`src/rtl/costas_err_filter.sv`:
```
`default_nettype none
// -----------------------------------------------------------------------------
// costas_err_filter : BPSK Costas mixer, I/Q integrate-and-dump, decision-
// directed phase error and PI loop filter feeding the NCO.      Rev 1.0
// -----------------------------------------------------------------------------
module costas_err_filter #(
  parameter int SPS      = 16,
  parameter int ACC_W    = 24,
  parameter int KP_SHIFT = 4,
  parameter int KI_SHIFT = 0
) (
  input  logic                    clk,
  input  logic                    reset,
  input  logic                    flagin,
  input  logic signed [15:0]      sample,
  input  logic signed [15:0]      sinvalue,
  input  logic signed [15:0]      cosvalue,
  input  logic                    symbol_sync,
  output logic signed [31:0]      diff,
  output logic                    flagout,
  output logic                    bit_out,
  output logic signed [ACC_W-1:0] err_out
);

  localparam int c_cnt_w = (SPS > 1) ? $clog2(SPS) : 1;
  localparam logic [c_cnt_w-1:0] c_cnt_last = c_cnt_w'(SPS - 1);
  localparam logic [c_cnt_w-1:0] c_cnt_one  = c_cnt_w'(1);
  localparam logic signed [ACC_W-1:0] c_acc_min = {1'b1, {(ACC_W-1){1'b0}}};
  localparam logic signed [ACC_W-1:0] c_acc_max = {1'b0, {(ACC_W-1){1'b1}}};

  typedef enum logic [1:0] {
    ST_ACC  = 2'd0,
    ST_ERR  = 2'd1,
    ST_FILT = 2'd2
  } state_t;

  state_t                  r_state, w_state_nxt;
  logic [c_cnt_w-1:0]      r_cnt;
  logic signed [ACC_W-1:0] r_acc_i, r_acc_q, r_hold_i, r_hold_q, r_err;
  logic signed [31:0]      r_integ, r_diff;
  logic                    r_flagout, r_bit;

  logic signed [16:0]      w_pi, w_pq;
  logic signed [ACC_W-1:0] w_pi_ext, w_pq_ext, w_sum_i, w_sum_q, w_neg_q, w_err;
  logic signed [33:0]      w_err_ext, w_kp, w_ki, w_integ_sum, w_diff_sum;
  logic signed [31:0]      w_integ_new, w_diff_new;
  logic                    w_dump;

  function automatic logic signed [31:0] sat32(input logic signed [33:0] x);
    if (x[33:31] == 3'b000 || x[33:31] == 3'b111) sat32 = x[31:0];
    else if (x[33])                               sat32 = 32'sh8000_0000;
    else                                          sat32 = 32'sh7FFF_FFFF;
  endfunction

  // Q1.15 x Q1.15 back to Q1.15; 17 bits hold the +1.0 of (-1)*(-1)
  assign w_pi     = 17'((32'(sample) * 32'(cosvalue)) >>> 15);
  assign w_pq     = -17'((32'(sample) * 32'(sinvalue)) >>> 15);
  assign w_pi_ext = {{(ACC_W-17){w_pi[16]}}, w_pi};
  assign w_pq_ext = {{(ACC_W-17){w_pq[16]}}, w_pq};
  assign w_sum_i  = r_acc_i + w_pi_ext;
  assign w_sum_q  = r_acc_q + w_pq_ext;
  assign w_dump   = flagin && !symbol_sync && (r_cnt == c_cnt_last);

  always_ff @(negedge clk or posedge reset) begin
    if (reset) begin
      r_acc_i  <= '0;
      r_acc_q  <= '0;
      r_hold_i <= '0;
      r_hold_q <= '0;
      r_cnt    <= '0;
    end else if (symbol_sync) begin
      r_acc_i <= flagin ? w_pi_ext : '0;
      r_acc_q <= flagin ? w_pq_ext : '0;
      r_cnt   <= flagin ? c_cnt_one : '0;
    end else if (flagin) begin
      if (w_dump) begin
        r_hold_i <= w_sum_i;
        r_hold_q <= w_sum_q;
        r_acc_i  <= '0;
        r_acc_q  <= '0;
        r_cnt    <= '0;
      end else begin
        r_acc_i <= w_sum_i;
        r_acc_q <= w_sum_q;
        r_cnt   <= r_cnt + c_cnt_one;
      end
    end
  end

  always_comb begin
    w_state_nxt = r_state;
    case (r_state)
      ST_ACC:  if (w_dump) w_state_nxt = ST_ERR;
      ST_ERR:  w_state_nxt = ST_FILT;
      ST_FILT: w_state_nxt = w_dump ? ST_ERR : ST_ACC;
      default: w_state_nxt = ST_ACC;
    endcase
  end

  always_ff @(negedge clk or posedge reset) begin
    if (reset) r_state <= ST_ACC;
    else       r_state <= w_state_nxt;
  end

  // Decision-directed error: rotate Q by the sign of the I decision
  assign w_neg_q = (r_hold_q == c_acc_min) ? c_acc_max : -r_hold_q;
  assign w_err   = r_hold_i[ACC_W-1] ? w_neg_q : r_hold_q;

  assign w_err_ext   = {{(34-ACC_W){r_err[ACC_W-1]}}, r_err};
  assign w_kp        = w_err_ext <<< KP_SHIFT;
  assign w_ki        = w_err_ext <<< KI_SHIFT;
  assign w_integ_sum = {{2{r_integ[31]}}, r_integ} + w_ki;
  assign w_integ_new = sat32(w_integ_sum);
  assign w_diff_sum  = w_kp + {{2{w_integ_new[31]}}, w_integ_new};
  assign w_diff_new  = sat32(w_diff_sum);

  always_ff @(negedge clk or posedge reset) begin
    if (reset) begin
      r_err     <= '0;
      r_bit     <= 1'b0;
      r_integ   <= '0;
      r_diff    <= '0;
      r_flagout <= 1'b0;
    end else begin
      r_flagout <= 1'b0;
      case (r_state)
        ST_ERR: begin
          r_err <= w_err;
          r_bit <= ~r_hold_i[ACC_W-1];
        end
        ST_FILT: begin
          r_integ   <= w_integ_new;
          r_diff    <= w_diff_new;
          r_flagout <= 1'b1;
        end
        default: ;
      endcase
    end
  end

  assign diff    = r_diff;
  assign flagout = r_flagout;
  assign bit_out = r_bit;
  assign err_out = r_err;

endmodule
`default_nettype wire
```
`config.mk`:
```
export PLATFORM = sky130hd
export DESIGN_NAME = costas_err_filter
export DESIGN_NICKNAME = d
export VERILOG_FILES = /design/src/rtl/costas_err_filter.sv
export SDC_FILE = /design/constraint.sdc
export NUM_CORES = 2
export LEC_CHECK = 0
export ABC_AREA = 1
export BUFFER_PORTS_ARGS = -buffer_cell sky130_fd_sc_hd__buf_2
export CORE_UTILIZATION = 28
export CTS_CLUSTER_DIAMETER = 50
export CTS_CLUSTER_SIZE = 16
export DETAILED_ROUTE_END_ITERATION = 7
export GPL_TIMING_DRIVEN = 0
export PLACE_DENSITY = 0.41
export REMOVE_ABC_BUFFERS = 1
export SYNTH_ARGS = -nofsm -noshare
export SYNTH_HDL_FRONTEND = slang
export SYNTH_SLANG_ARGS = --single-unit
```
`constraint.sdc`:
```
create_clock -name clk -period 8.7 [get_ports clk]
set_clock_uncertainty 0.15 [all_clocks]
set_input_delay 0.87 -clock clk [delete_from_list [all_inputs] [get_ports clk]]
set_output_delay 0.87 -clock clk [all_outputs]
set_load 0.01 [all_outputs]
```
Yosys cells after proc, flatten, opt, wreduce, memory -nomap -nowiden
Cells that the tools add are included.
W data, S select, Z words.
- $mul: 2
- multiplexer cells: 22
- add/sub/neg operators: 7
- bitwise logic cells: 2
- equality and inequality tests: 7
- reduce and logical (&&, ||, !) cells: 10
- operators by type and width (cell ; count):
    $mux W24 ; 10
    $mux W32 ; 4
    $mul A16 B16 Y32 ; 2
    $add A24 B17 Y24 ; 2
    $add A28 B32 Y33 ; 1
    $add A32 B24 Y33 ; 1
    $eq A24 B24 Y1 const B ; 1
    $neg A24 Y24 ; 1
    $neg A17 Y17 ; 1
    $mux W4 ; 3
    $eq A3 B3 Y1 const B ; 2
    $logic_not A3 Y1 ; 2
    $pmux W2 S3 ; 1
    $add A4 B1 Y4 const B ; 1
    $eq A4 B4 Y1 const B ; 1
    $mux W1 ; 3
    $reduce_and A3 Y1 ; 1
    $eq A2 B1 Y1 const B ; 1
    $eq A2 B2 Y1 const B ; 1
    $logic_and A1 B1 Y1 ; 2
    $logic_not A2 Y1 ; 1
    $logic_or A1 B1 Y1 ; 2
    $mux W2 ; 1
    $ne A2 B2 Y1 const B ; 1
    other kinds (3) ; 4
- bits in registers: 192
- input bits: 52
- output and inout bits: 58

Longest topological paths before layout
- word-level depth: 8
- mapped depth: 48

==> results.yml <==
worst_setup_path:
  cp.arrival_ns: 8.05
  crit_required_ns: 4.48
  crit_buf_inv: 6
  crit_path_end_kind: "register"
  cpMostUsedCell: "nand2_1"
  crit_path_max_fanout: 5
  critical-path-slowest-cell: "fa_2"
  cp-start-kind: "input port"
  cpPeakStageDelay_ns: 0.61
  crit_family: "adder cells"
  crit_type: "in -> reg"
synthesis:
  ys_warn_count: 0
  syn-cell-area_um2: 34030
  ys_seq_area_share_pct: 12.43
  ys_seq_elements: 169
  synth_area_leaders: "fa_1 31%, nand2_1 14%, dfrtn_1 12%, inv_1 11%, ha_1 9.9%"
  ys_async_sr_fraction_pct: 100.0
  syn_area_per_cell_um2: 7.445
  synth_cell_types: 59
  yosysTopAreaCell: "fa_1"
  synth_edf_count: 0
  synth_cells: 4571
  synth_flop_cell: "dfrtn_1"
  synth_top_cell_area_share_pct: 30.94
global_route:
  grt_pass1_vias: 31190
  antenna_found_initial: 1
  grt_overflow: 0
  grt_max_degree: 109
  grt_use_total_pct: 18.34
  grt_pass1_wl_mm: 176.7
finish:
  fillers: 12590
  diodes: 0
  area_delta_synth_final_pct: 29.52
  nNetsFinal: 5675
  drive_above_1_share_pct: 24.54
  layout_commonest_cell: "nand2_1"
  fin_cells: 6453
  layout_common_cells: "1,076 x nand2_1, 936 x inv_1, 496 x fa_1, 203 x buf_4, 186 x ha_1"
placed_design:
  routabilityCongestion: 0.8762
  dp_hpwl_mm: 79.49
  portBuffers: 109
  placed_cells: 6144
clocking:
  cts_max_level: 4
  ctsLongestPathBuffers: 2
  cts_buffers: 17
  clock_sinks: 169
  tritoncts: "done"
  clock_latency_ns: 0.45
  path_clk_slew_ns: 0.05
  root_buffer: "clkbuf_16"
sta:
  maxSlewViolCount: 0
  setup_viol: 73
  rsz0062_at_grt: "yes"
  relSlewSlack_pct: 18.97
  tns_ns: -211.93
  worst_slew_pin_slew_ns: 1.208
  timing.final.ws_setup_ns: -3.566
  hold_viol: 0
floorplanning:
  die_area_um2: 122900
  die_w_um: 350.6
  initial_core_util_pct: 28.29
  fp-row-count: 127
  fp.coreArea_um2: 120300
  num_io_pins: 110
  fp.dieH_um: 350.6
run_status:
  violations: "negative setup slack"
  status: "finished with violations"
route:
  first_pass_iters: 7
  avgRoutedWirePerCell_um: 17.03
  vias: 29420
  drt-initial-drc-count: 1419
  via_per_inst: 4.560
  route.detailed.drc: 0
  drt-total-wl_mm: 109.9
  drtAntennaViolNets: 0
hold_path:
  hp-class: "reg -> reg"
flow_run:
  maxCapViolations: 0
[area by class of cell]
class	instances	area [um^2]	area share, %
inverters	1037	3941	8.942
multi-input cells	3213	29270	66.42
clock inverters	13	123.9	0.2810
clock buffers	19	452.9	1.028
well taps	1612	2017	4.576
repair buffers	390	4039	9.163
flip-flops and latches	169	4229	9.595
[stage by stage]
step	worst slack [ns]	hold WS (ns)	utilization, %	cell area (um^2)
floorplan	-3.753	0.1930	-	33390
global placement	-5.837	0.2482	29.89	35950
detailed placement	-5.866	0.2562	29.98	36070
CTS	-3.521	0.2569	34.94	42030
global route	-3.835	0.2857	36.64	44080
finish	-3.566	0.2521	36.64	44080
[routing by layer]
| layer | vias to the layer above | global-route usage, % | wire length [um] |
|---|---|---|---|
| met5 | - | 0 | 14 |
| met4 | 2 | 2.549 | 1284 |
| met3 | 66 | 1.516 | 2766 |
| met2 | 384 | 32.44 | 54310 |
| met1 | 14620 | 24.74 | 51500 |
| li1 | 14350 | - | - |
[sequential cells by signal, indices dropped and copies added, names as in the netlist]
name / cells
diff: 32
r_integ: 32
err_out: 24
r_acc_i: 24
r_acc_q: 24
r_hold_q: 24
r_cnt: 4
r_state: 2
bit_out: 1
flagout: 1
r_hold_i: 1
[timing repair]
item,in CTS,in global routing
endpoints found under the setup margin,73,73
pin swaps,208,220
hold endpoints to repair,0,0
hold buffers,0,0
resized for setup,828,352
gates cloned,11,1
setup buffers,182,85
[synthesized netlist by cell type, types with 3 or more instances]
cell,number
nand2_1,1237
inv_1,1028
fa_1,526
ha_1,269
a21oi_1,224
nor2_1,205
nand3_1,189
dfrtn_1,169
o21ai_0,152
clkbuf_1,125
xor2_1,65
xnor2_1,37
nor3_1,35
nand4_1,27
or2_2,24
a31oi_1,22
a21oi_2,21
nand2_2,21
o21bai_1,19
nor4_1,13
a21o_1,12
buf_2,10
nand3b_1,10
o21a_1,10
buf_1,9
nor2_2,9
a21boi_0,8
buf_6,8
inv_2,7
a221oi_1,6
and2_1,6
nor2_4,6
nor3_2,6
o21ai_1,6
nand3_2,5
o211ai_1,5
o22a_1,4
o31ai_1,4
a211oi_1,3
o221ai_1,3
[worst register-to-register path, delay by kind of cell, from the launching register on]
family	cells	cell delay, ns
AO/OA/AOI/OAI	9	1.89
buffers and inverters	4	1.22
AND/OR/NAND/NOR	12	1.95
adder cells (fa/ha/maj)	3	1.08
flip-flops	1	0.82
[logic make-up after synthesis]
| family | count (synthesis) | share of synthesized area, % |
|---|---|---|
| xor gates and xnor gates | 103 | 2.673 |
| AOI/OAI and AO/OA | 513 | 8.714 |
| DFF | 169 | 12.43 |
| buffers and inverters | 1189 | 13.33 |
| adders and majority gates | 795 | 40.83 |
| and+or+nand+nor | 1802 | 22.02 |
[final timing paths]
path | start | cells after the start | endpoint | slack (ns)
min in group asynchronous | reset | 2 | diff[5]$_DFFE_NP0P_ | 4.57
min reg2reg | r_state[0]$_DFFE_NP0P_ | 1 | r_state[0]$_DFFE_NP0P_ | 0.25
max reg2reg | err_out[23]$_DFFE_NP0N_ | 28 | diff[3]$_DFFE_NP0P_ | 1.61
max | sinvalue[2] | 41 | r_acc_q[22]$_DFFE_NP0P_ | -3.57
min | r_state[0]$_DFFE_NP0P_ | 1 | r_state[0]$_DFFE_NP0P_ | 0.25
max in group asynchronous | reset | 3 | r_cnt[1]$_DFFE_NP0P_ | 2.88
Power is left out: the tool's default activity adds up to more than one toggle a clock period on the data nets, which glitch-free logic cannot reach.
